==> config.mk <==
export PLATFORM = sky130hd
export DESIGN_NAME = regbank_arbiter
export DESIGN_NICKNAME = d
export VERILOG_FILES = /design/src/rtl/regbank_arbiter.sv
export SDC_FILE = /design/constraint.sdc
export NUM_CORES = 1
export LEC_CHECK = 0
export ABC_AREA = 0
export CORE_ASPECT_RATIO = 1.2
export CORE_MARGIN = 2
export CORE_UTILIZATION = 40
export DETAILED_ROUTE_END_ITERATION = 12
export GPL_ROUTABILITY_DRIVEN = 0
export PLACE_DENSITY = 0.65
export SKIP_CTS_REPAIR_TIMING = 1
export SLEW_MARGIN = 5
export SYNTH_ARGS = -nofsm -noshare
export SYNTH_HDL_FRONTEND = slang
export SYNTH_SLANG_ARGS = --single-unit
export TNS_END_PERCENT = 1
==> constraint.sdc <==
create_clock -name clk -period 3.15 [get_ports clk]
set_clock_uncertainty 0.15 [all_clocks]
set_input_delay 0.315 -clock clk [delete_from_list [all_inputs] [get_ports clk]]
set_output_delay 0.315 -clock clk [all_outputs]
set_load 0.03 [all_outputs]
==> src/rtl/regbank_arbiter.sv <==
// regbank_arbiter
// Shares one single-port register bank (NREGS words of WIDTH bits) between
// NREQ requesters. Each grant performs one read-modify-write access: the
// pre-write word is returned on rdata and, for write requests, the new word
// is committed at the same edge. Priority is round-robin by default.
//
// Build option: define REGARB_FIXED_PRIO_EN to switch to fixed priority
// (lowest requesting index always wins). Timing, reset and ACK behaviour
// are identical in both builds.
//
// Ports:
//   clk        rising-edge clock for all state
//   rst_n      asynchronous active-low reset
//   req        per-requester request, held until its grant is seen
//   req_we     per-requester write enable (1 = write, 0 = read only)
//   req_addr   flattened addresses, requester i at [i*AW +: AW]
//   req_wdata  flattened write data, requester i at [i*WIDTH +: WIDTH]
//   gnt        one-hot grant, high for exactly one cycle
//   rdata      pre-write word at the granted address (0 if out of range)
//   busy       high while the FSM sits in ACK
//   last_gnt   index of the most recently granted requester
module regbank_arbiter #(
  parameter int NREQ  = 4,
  parameter int WIDTH = 8,
  parameter int NREGS = 8,
  parameter int AW    = 4
) (
  input  logic                  clk,
  input  logic                  rst_n,
  input  logic [NREQ-1:0]       req,
  input  logic [NREQ-1:0]       req_we,
  input  logic [NREQ*AW-1:0]    req_addr,
  input  logic [NREQ*WIDTH-1:0] req_wdata,
  output logic [NREQ-1:0]       gnt,
  output logic [WIDTH-1:0]      rdata,
  output logic                  busy,
  output logic [2:0]            last_gnt
);

  localparam int IW = (NREGS > 1) ? $clog2(NREGS) : 1;

  typedef enum logic {
    IDLE,
    ACK
  } state_t;

  state_t            state_q;
  logic [NREQ-1:0]   gnt_q;
  logic [WIDTH-1:0]  rdata_q;
  logic              busy_q;
  logic [2:0]        lastGnt_q;
  logic [WIDTH-1:0]  bank_q [NREGS];

  logic [2:0]        winner_d;
  logic [NREQ-1:0]   gnt_d;
  logic [WIDTH-1:0]  rdata_d;
  logic [AW-1:0]     winAddr;
  logic [WIDTH-1:0]  winData;
  logic              winWe;
  logic              inRange;
  logic [IW-1:0]     bankIdx;

  // Winner selection. The round-robin scan is split into two passes so no
  // modulo index is needed: first the indices above the last winner, then
  // wrap around to the indices up to and including it.
  function automatic logic [2:0] pickWinner(input logic [NREQ-1:0] r,
                                            input logic [2:0] last);
    logic [2:0] w;
    logic       found;
    w     = '0;
    found = 1'b0;
`ifdef REGARB_FIXED_PRIO_EN
    for (int i = 0; i < NREQ; i++) begin
      if (!found && r[i]) begin
        w     = 3'(i);
        found = 1'b1;
      end
    end
`else
    for (int i = 0; i < NREQ; i++) begin
      if (!found && (i > int'(last)) && r[i]) begin
        w     = 3'(i);
        found = 1'b1;
      end
    end
    for (int i = 0; i < NREQ; i++) begin
      if (!found && (i <= int'(last)) && r[i]) begin
        w     = 3'(i);
        found = 1'b1;
      end
    end
`endif
    return w;
  endfunction

  // Combinational view of what the next IDLE edge would do: pick the
  // winner, route its address/data/write-enable, and look up the current
  // bank word. Only the winner's fields ever reach the bank.
  always_comb begin
    winner_d = pickWinner(req, lastGnt_q);
    winAddr  = req_addr[int'(winner_d)*AW +: AW];
    winData  = req_wdata[int'(winner_d)*WIDTH +: WIDTH];
    winWe    = req_we[int'(winner_d) +: 1];
    inRange  = (int'(winAddr) < NREGS);
    bankIdx  = winAddr[IW-1:0];
    gnt_d    = NREQ'(1) << winner_d;
    rdata_d  = inRange ? bank_q[bankIdx] : '0;
  end

  // Two-state FSM with registered outputs. IDLE grants at most one
  // requester per edge and commits its access; ACK is a mandatory one-cycle
  // gap during which requests are ignored. rdata is only updated on a grant
  // so it holds the last returned word while idle.
  always_ff @(posedge clk or negedge rst_n) begin
    if (!rst_n) begin
      state_q   <= IDLE;
      gnt_q     <= '0;
      rdata_q   <= '0;
      busy_q    <= 1'b0;
      lastGnt_q <= 3'(NREQ - 1);
      for (int i = 0; i < NREGS; i++) begin
        bank_q[i] <= '0;
      end
    end else begin
      case (state_q)
        IDLE: begin
          if (|req) begin
            gnt_q     <= gnt_d;
            rdata_q   <= rdata_d;
            lastGnt_q <= winner_d;
            busy_q    <= 1'b1;
            state_q   <= ACK;
            if (winWe && inRange) begin
              bank_q[bankIdx] <= winData;
            end
          end
        end
        ACK: begin
          gnt_q   <= '0;
          busy_q  <= 1'b0;
          state_q <= IDLE;
        end
        default: begin
          state_q <= IDLE;
        end
      endcase
    end
  end

  assign gnt      = gnt_q;
  assign rdata    = rdata_q;
  assign busy     = busy_q;
  assign last_gnt = lastGnt_q;

endmodule

After elaboration in Yosys (flattened, before gate mapping)

Cells that the tools add are included.

Output and inout bits: 16
Register bits: 81

Eq/ne operators: 1
Shift-type cells: 4
Muxes and demuxes: 26
Bitwise operators: 2
Order comparisons: 9
Reductions and logical operators: 23

Operator list:

| kind                                                                          | number |
|---|---|
| 64-bit bitwise mux                                                            | 1 |
| 8-bit two-way mux                                                             | 4 |
| 32-bit by 7-bit indexed part select with 8-bit output                         | 1 |
| 8-bit binary-select mux with 3-bit select                                     | 1 |
| 8-bit demux with 3-bit select                                                 | 1 |
| 16-bit by 6-bit indexed part select with 4-bit output                         | 1 |
| 1-bit logical AND                                                             | 14 |
| 3-bit two-way mux                                                             | 4 |
| 1-bit two-way mux                                                             | 9 |
| 4-bit one-hot mux with 2 select lines                                         | 1 |
| 2-bit by 3-bit > comparator with 1-bit output (first input constant)          | 2 |
| 2-bit by 3-bit <= comparator with 1-bit output (first input constant)         | 2 |
| 1-bit zero test                                                               | 6 |
| 4-bit >= comparator (second input constant)                                   | 1 |
| 4-bit by 1-bit less-than comparator with 1-bit output (second input constant) | 1 |
| 4-bit less-than comparator (second input constant)                            | 1 |
| 2-bit two-way mux                                                             | 2 |
| 4-bit two-way mux                                                             | 1 |
| 3-bit inverter with 4-bit output                                              | 1 |
| 1-bit one-hot mux with 2 select lines                                         | 2 |
| 4-bit OR reduction                                                            | 1 |
| 4-bit by 4-bit indexed part select with 1-bit output                          | 1 |
| 1-bit by 3-bit << shifter with 4-bit output (first input constant)            | 1 |
| 1-bit by 3-bit > comparator with 1-bit output (first input constant)          | 1 |
| other kinds (5)                                                               | 5 |

Logic depth before layout (Yosys ltp)

Gate-level depths: netlist of the first run.

Depth after elaboration: 33
Mapped depth: 10
Depth with buffers taken out: 7

Least setup slack after synthesis of the first run

Ideal clock, no wire load.

Kind: reg-to-reg
Start point: register lastGnt_q[0], in the netlist last_gnt[0]
End point: register bank_q[20] in the netlist's numbering
Clock period less this slack: 3092 ps
Stages on the path, launching flop included: 9
Buffers on the path: 1
Data required time: 2872 ps
Setup time: 128 ps
Arrival: 2814 ps
Slack: 58 ps
Path through: dfstp_2 > buf_2 > nor2b_1 > a22o_1 > a222oi_1 > inv_1 > a221oi_4 > nand2_4 > mux2_1

Word-level cells in the longest chain between the ends: 33

Ends and longest elaborated chain:

| element                                                                                                                   | line | source |
|---|---|---|
| start, declared                                                                                                           | 51   | `logic [2:0] lastGnt_q;` |
| start signal, assigned                                                                                                    | 120  | `lastGnt_q <= 3'(NREQ - 1);` |
| start signal, assigned                                                                                                    | 130  | `lastGnt_q <= winner_d;` |
| 1-bit by 3-bit > comparator with 1-bit output                                                                             | 81   | `if (!found && (i > int'(last)) && r[i]) begin` |
| 1-bit logical AND                                                                                                         | 81   |  |
| 1-bit two-way mux                                                                                                         | 81   |  |
| 1-bit zero test                                                                                                           | 81   |  |
| 1-bit logical AND (2 in a row)                                                                                            | 81   |  |
| 1-bit two-way mux                                                                                                         | 81   |  |
| 1-bit zero test                                                                                                           | 81   |  |
| 1-bit logical AND (2 in a row)                                                                                            | 81   |  |
| (+15 left out)                                                                                                            | n/a  |  |
| 3-bit two-way mux *                                                                                                       | 87   | `if (!found && (i <= int'(last)) && r[i]) begin` |
| 16-bit by 6-bit indexed part select with 4-bit output                                                                     | 101  | `winAddr = req_addr[int'(winner_d)*AW +: AW];` |
| 3-bit inverter with 4-bit output (not written as such)                                                                    | 134  | `bank_q[bankIdx] <= winData;` |
| 4-bit >= comparator (not written as such) / 4-bit by 1-bit less-than comparator with 1-bit output (equally long branches) | 134  |  |
| 1-bit logical AND (not written as such)                                                                                   | 134  |  |
| 8-bit two-way mux (not written as such)                                                                                   | 134  |  |
| 8-bit demux with 3-bit select                                                                                             | 134  |  |
| 64-bit bitwise mux                                                                                                        | 134  |  |
| end signal, assigned by index                                                                                             | 134  |  |
| end, declared                                                                                                             | 52   | `logic [WIDTH-1:0] bank_q [NREGS];` |

Every way passes the cells marked *; elsewhere a longest branch is shown, timed or not.
A chain may end at the register's enable or synchronous reset.

Worst setup path after layout of the first run

Start point: register lastGnt_q[1], in the netlist last_gnt[1]
End point: register bank_q[15] in the netlist's numbering

Same word-level chain as after synthesis.

==> results_dict.tcl, run 1 <==
set metrics [dict create \
    outcome "complete, but fails checks" \
    violations "negative hold slack" \
    grt_start_max_net_pins 81 \
    slew_headroom_pct 34.4 \
    vdd_drop_max_v 0.000321 \
    fin_crit_sh_pct 98.1 \
    regArea_sq_mm 0.00200 \
    dp_hpwl_um 7740 \
    p_leak_nw 2.53 \
    setup_slack_ps 59.8 \
    syn_to_final_growth_pct 36.7 \
    clock_power_share_pct 22.2 \
    synth-main-ff-cell "dfrtp_1" \
    routedWlPerCell_um 18.5 \
    drv_slew 0 \
    slowest_delay_ps 660 \
    grt_pass1_vias 3455 \
    grt_antenna_before_repair 0 \
    cts_root_buffer "clkbuf_16" \
    cts_num_sinks 80 \
    synth_cells 363 \
    multi_input_area_sq_mm 0.00197 \
    start_kind "flip-flop" \
    grt_usage_pct 21.2 \
    dpl_worst_slack_ps -216 \
    clk_latency_ps 330 \
    max_freq_ghz 0.324 \
    cts_buffers 9 \
    path_max_fanout 14 \
    synth.avg_cell_area_sq_um 11.3 \
    synth.largest_area_cell "dfrtp_1" \
    holdWs_ps -4.53 \
    finalWirelength_um 11100 \
    internal-power_w 0.00319 \
    r2r-start "last_gnt[1]" \
    overflow 0 \
    final_area_sq_mm 0.00559 \
    htree_levels 3 \
    postRouteAntennaNets 0 \
    viasPerCell 5.55 \
    switching_power_w 0.00178 \
    io_buffers 72 \
    route.detailed.drc 0 \
    cp_cell_sequence "o21ba_2, o221ai_1, buf_4, nor2b_1, o41ai_2, buf_4, nor4_4, buf_4, mux2_2" \
    start_util_pct 40.9 \
    pwr-share-seq_pct 34.2 \
    finalSetupViolations 0 \
    setup_tns_ps 0 \
    crit_type "flip-flop to flip-flop" \
    syn-cell-area_sq_mm 0.00409 \
    yosys-top-cells-area "dfrtp_1, mux2_2, nand2_1" \
    hold_viol_final 1 \
    cp_data_required_time_ps 3210 \
    antenna_cells 0 \
    switching_share_pct 35.8 \
    synth_top_area_share_pct 47.7 \
    cap_viol_max_count 0 \
    synth-edff-count 0 \
    cp_num_buf_inv 3 \
    cpMaxStageDelayCell "dfstp_2" \
    cts_buffer_depth 2 \
    p_per_area_mw_per_mm2 888 \
    stdcell_count 602 \
    yosysSeqAreaShare_pct 49.0 \
    drt-pass1-iter-count 5 \
    combinationalPowerShare_pct 43.7 \
    end_kind "flip-flop" \
    worst_pin_slew_ps 984 \
    cp_common_cell "buf_4" \
    worstHoldPathType "primary input to async pin" \
    power_w 0.00497 \
    grt_pass1_wl_um 17500 \
    place_area_sq_mm 0.00527 \
    nFillCells 868 \
    fin_crit_ps 3090 \
    first_iter_violations 189 \
    syn_nets 421 \
    nNetsFinal 529 \
    ys_ff_latch 80 \
    path_clk_slew_ps 60 \
    layout-drive-gt1-share_pct 27.3 \
    pin_count 74 \
    die_h_um 115 \
    dieArea_sq_mm 0.0111 \
    die_x_um 96.3 \
    rsz0062_at_grt "false" \
    synthArstFlopShare_pct 100 \
    row_count 40 \
    crit_start "last_gnt[1]" \
    place_inst 585 \
    vias 3342 \
    cpLargestDelayFamily "flip-flops" \
    yosysWarnings 0 \
    core_area_sq_mm 0.0100 \
    synth_cell_types 43 \
    arrival_ps 3150 \
    cts_tree "done" \
]
worst paths after layout:
path | end | slack (ps) | cells after the start
worst max-delay path | bank_q[15] | 60 | 9
worst min-delay path | bank_q[46] | -5 | 1
worst max register to register | bank_q[15] | 60 | 9
worst min register to register | bank_q[22] | 340 | 1
max in group asynchronous | bank_q[40] | 2230 | 1
min in group clk | bank_q[22] | 340 | 1
sequential cells by signal, indices dropped and copies added (netlist names):
register,flops
last_gnt,2
bank_q,64
busy,1
gnt,4
state_q,1
rdata,8
layout make-up:
cell class	instances	area share (%)
Clock buffer	13	4.48
Clock inverter	3	1.16
Inverter	9	0.604
Multi-Input combinational cell	254	35.3
Sequential cell	80	35.8
Tap cell	126	2.82
Timing Repair Buffer	117	19.8
per-layer routing:
layer,routed length [um],track usage (%),vias up
li1,-,-,1550
met1,4870,27.7,1656
met2,5280,34.5,120
met3,805,4.85,16
met4,184,7.51,0
met5,0,0,-
through the flow:
step / hold slack, ps / util (%)
floorplan: -131 / -
global placement: 324 / 52.6
detailed placement: 331 / 52.6
CTS: 32.2 / 55.8
global route: 85.4 / 55.9
finish: -4.53 / 55.9
layout by cell type (no fill, tap or decap), types with 9 or more instances in the layout:
cell             count
dfrtp_1             78
clkdlybuf4s50_1     71
buf_4               42
inv_1                9
nand2_1             73
mux2_1              11
a222oi_1            10
mux2_2              53
clkbuf_16            9
nor2_1              10
nor2b_1              9
synthesized netlist by cell type, types with 9 or more instances:
cell type  count
mux2_2        53
mux2_1        11
nand2_1       73
nor2_1        10
nor2b_1        9
inv_1          9
a222oi_1      10
dfrtp_1       78
clkbuf_1      11
worst reg2reg max path: cells and delay by family, from the launching register on:
kind / cells / cell delay [ps]
AOI/OAI and AO/OA: 3 / 590
and+or+nand+nor: 2 / 580
buffers and inverters: 3 / 650
muxes: 1 / 340
DFF: 1 / 660
kinds of logic after synthesis:
family                 count (synthesis)  share of synthesized area (%)
AOI/OAI and AO/OA                     68                           14.4
buffers and inverters                 29                           3.12
DFF                                   80                           49.0
muxes                                 72                           19.6
other                                  1                         0.0917
and+or+nand+nor                      113                           13.9
power groups by stage:
stage          clock network, W  logic, W  registers (W)
4_1_cts                 0.00112   0.00217        0.00169
3_5_place_dp                  0   0.00216        0.00170
5_1_grt                 0.00116   0.00235        0.00175
6_report                0.00110   0.00217        0.00170
2_1_floorplan                 0   0.00123        0.00175
3_3_place_gp                  0   0.00212        0.00169
Note: power is estimated with default switching activity, not from simulation.
==> run 2, diff against run 1 <==
--- a/config.mk
+++ b/config.mk
@@ -8,10 +8,10 @@
 export ABC_AREA = 0
 export CORE_ASPECT_RATIO = 1.2
 export CORE_MARGIN = 2
-export CORE_UTILIZATION = 40
+export CORE_UTILIZATION = 48
 export DETAILED_ROUTE_END_ITERATION = 12
 export GPL_ROUTABILITY_DRIVEN = 0
-export PLACE_DENSITY = 0.65
+export PLACE_DENSITY = 0.76
 export SKIP_CTS_REPAIR_TIMING = 1
 export SLEW_MARGIN = 5
 export SYNTH_ARGS = -nofsm -noshare
==> results_dict.tcl, run 2 (synthesized netlist as in run 1, its figures left out) <==
set metrics [dict create \
    outcome "complete, but fails checks" \
    violations "negative hold slack" \
    max_freq_ghz 0.332 \
    path_max_fanout 24 \
    vdd_drop_max_v 0.000528 \
    start_util_pct 49.9 \
    dp_hpwl_um 7720 \
    grt_usage_pct 24.2 \
    worst_pin_slew_ps 990 \
    fin_crit_ps 3010 \
    power_w 0.00472 \
    grt_pass1_wl_um 17000 \
    row_count 36 \
    cts_tree "done" \
    syn_to_final_growth_pct 33.9 \
    p_per_area_mw_per_mm2 861 \
    die_x_um 88.3 \
    core_area_sq_mm 0.00820 \
    cts_num_sinks 80 \
    pin_count 74 \
    regArea_sq_mm 0.00200 \
    hold_viol_final 27 \
    rsz0062_at_grt "true" \
    clk_latency_ps 350 \
    drv_slew 0 \
    place_inst 568 \
    antenna_cells 0 \
    p_leak_nw 2.48 \
    holdWs_ps -34.7 \
    grt_pass1_vias 3341 \
    grt_antenna_before_repair 0 \
    final_common_cell "dfrtp_1" \
    cts_buffer_depth 2 \
    end_kind "flip-flop" \
    routedWlPerCell_um 18.6 \
    layout-drive-gt1-share_pct 27.3 \
    vias 3287 \
    largest_register_ffs 64 \
    nNetsFinal 526 \
    start_kind "flip-flop" \
    io_buffers 72 \
    multi_input_area_sq_mm 0.00199 \
    viasPerCell 5.60 \
    path_clk_slew_ps 80 \
    cts_root_buffer "clkbuf_8" \
    route.detailed.drc 0 \
    grt_start_max_net_pins 81 \
    die_h_um 105 \
    stdcell_count 587 \
    finalSetupViolations 0 \
    finalWirelength_um 10900 \
    nFillCells 630 \
    cp_data_required_time_ps 3290 \
    arrival_ps 3150 \
    drt-pass1-iter-count 5 \
    worstHoldPathType "primary input to async pin" \
    htree_levels 3 \
    fin_crit_sh_pct 95.5 \
    cap_viol_max_count 0 \
    postRouteAntennaNets 0 \
    setup_tns_ps 0 \
    cts_buffers 9 \
    dieArea_sq_mm 0.00928 \
    first_iter_violations 252 \
    crit_type "flip-flop to flip-flop" \
    regMostFlops "bank_q" \
    overflow 0 \
    slew_headroom_pct 34.0 \
    final_cell_mix "dfrtp_1, nand2_1, clkdlybuf4s50_1" \
]
-- run 2: path summary, 6_finish.rpt --
kind	start	endpoint	slack, ps	depth (start not counted)
max in group asynchronous	rst_n	bank_q[34]	2230	1
worst min register to register	rdata[0]	rdata[0]	350	1
worst min-delay path	rst_n	rdata[0]	-30	1
worst max register to register	last_gnt[1]	rdata[0]	140	9
worst max-delay path	last_gnt[1]	rdata[0]	140	9
min in group clk	rdata[0]	rdata[0]	350	1
-- run 2: report_power, final --
part           leakage [nW]  internal (W)  switching, W
Combinational          1.32       0.00101       0.00117
Clock                 0.111      0.000473      0.000367
Sequential             1.05       0.00144      0.000248
-- run 2: final cells by class --
| type | instances | area share (%) |
|---|---|---|
| clock inverter | 4 | 1.42 |
| inverter | 9 | 0.617 |
| clock buffer | 12 | 2.65 |
| multi-input combinational | 254 | 36.4 |
| timing repair buffer | 114 | 19.8 |
| sequential | 80 | 36.6 |
| tap | 114 | 2.60 |
-- run 2: through the flow --
stage | utilization [%] | hold slack [ps] | area (sq um) | setup slack, ps
2_1_floorplan | - | -131 | 4090 | 58.5
4_1_cts | 66.3 | 2.52 | 5440 | 28.6
5_1_grt | 66.8 | 49.1 | 5480 | -11.3
6_report | 66.8 | -34.7 | 5480 | 141
3_5_place_dp | 63.6 | 331 | 5220 | -274
3_3_place_gp | 63.6 | 324 | 5220 | -237
-- run 2: per-layer routing --
metal | track usage, % | up-vias | part of all wire (%) | wire (um)
met2 | 40.6 | 101 | 51 | 5560
met1 | 30.4 | 1633 | 41 | 4470
li1 | - | 1535 | - | -
met4 | 8.55 | 0 | 2.5 | 276
met5 | 0 | - | 0 | 0
met3 | 5.21 | 18 | 5.6 | 610
-- run 2: critical path, stage by stage, from the launching register on --
cell,delay (ps)
dfstp_2,650
o21ba_2,200
o221ai_2,220
buf_4,160
nor2b_1,250
a211o_1,260
buf_4,330
nand2_1,100
a32oi_1,400
a32o_1,230
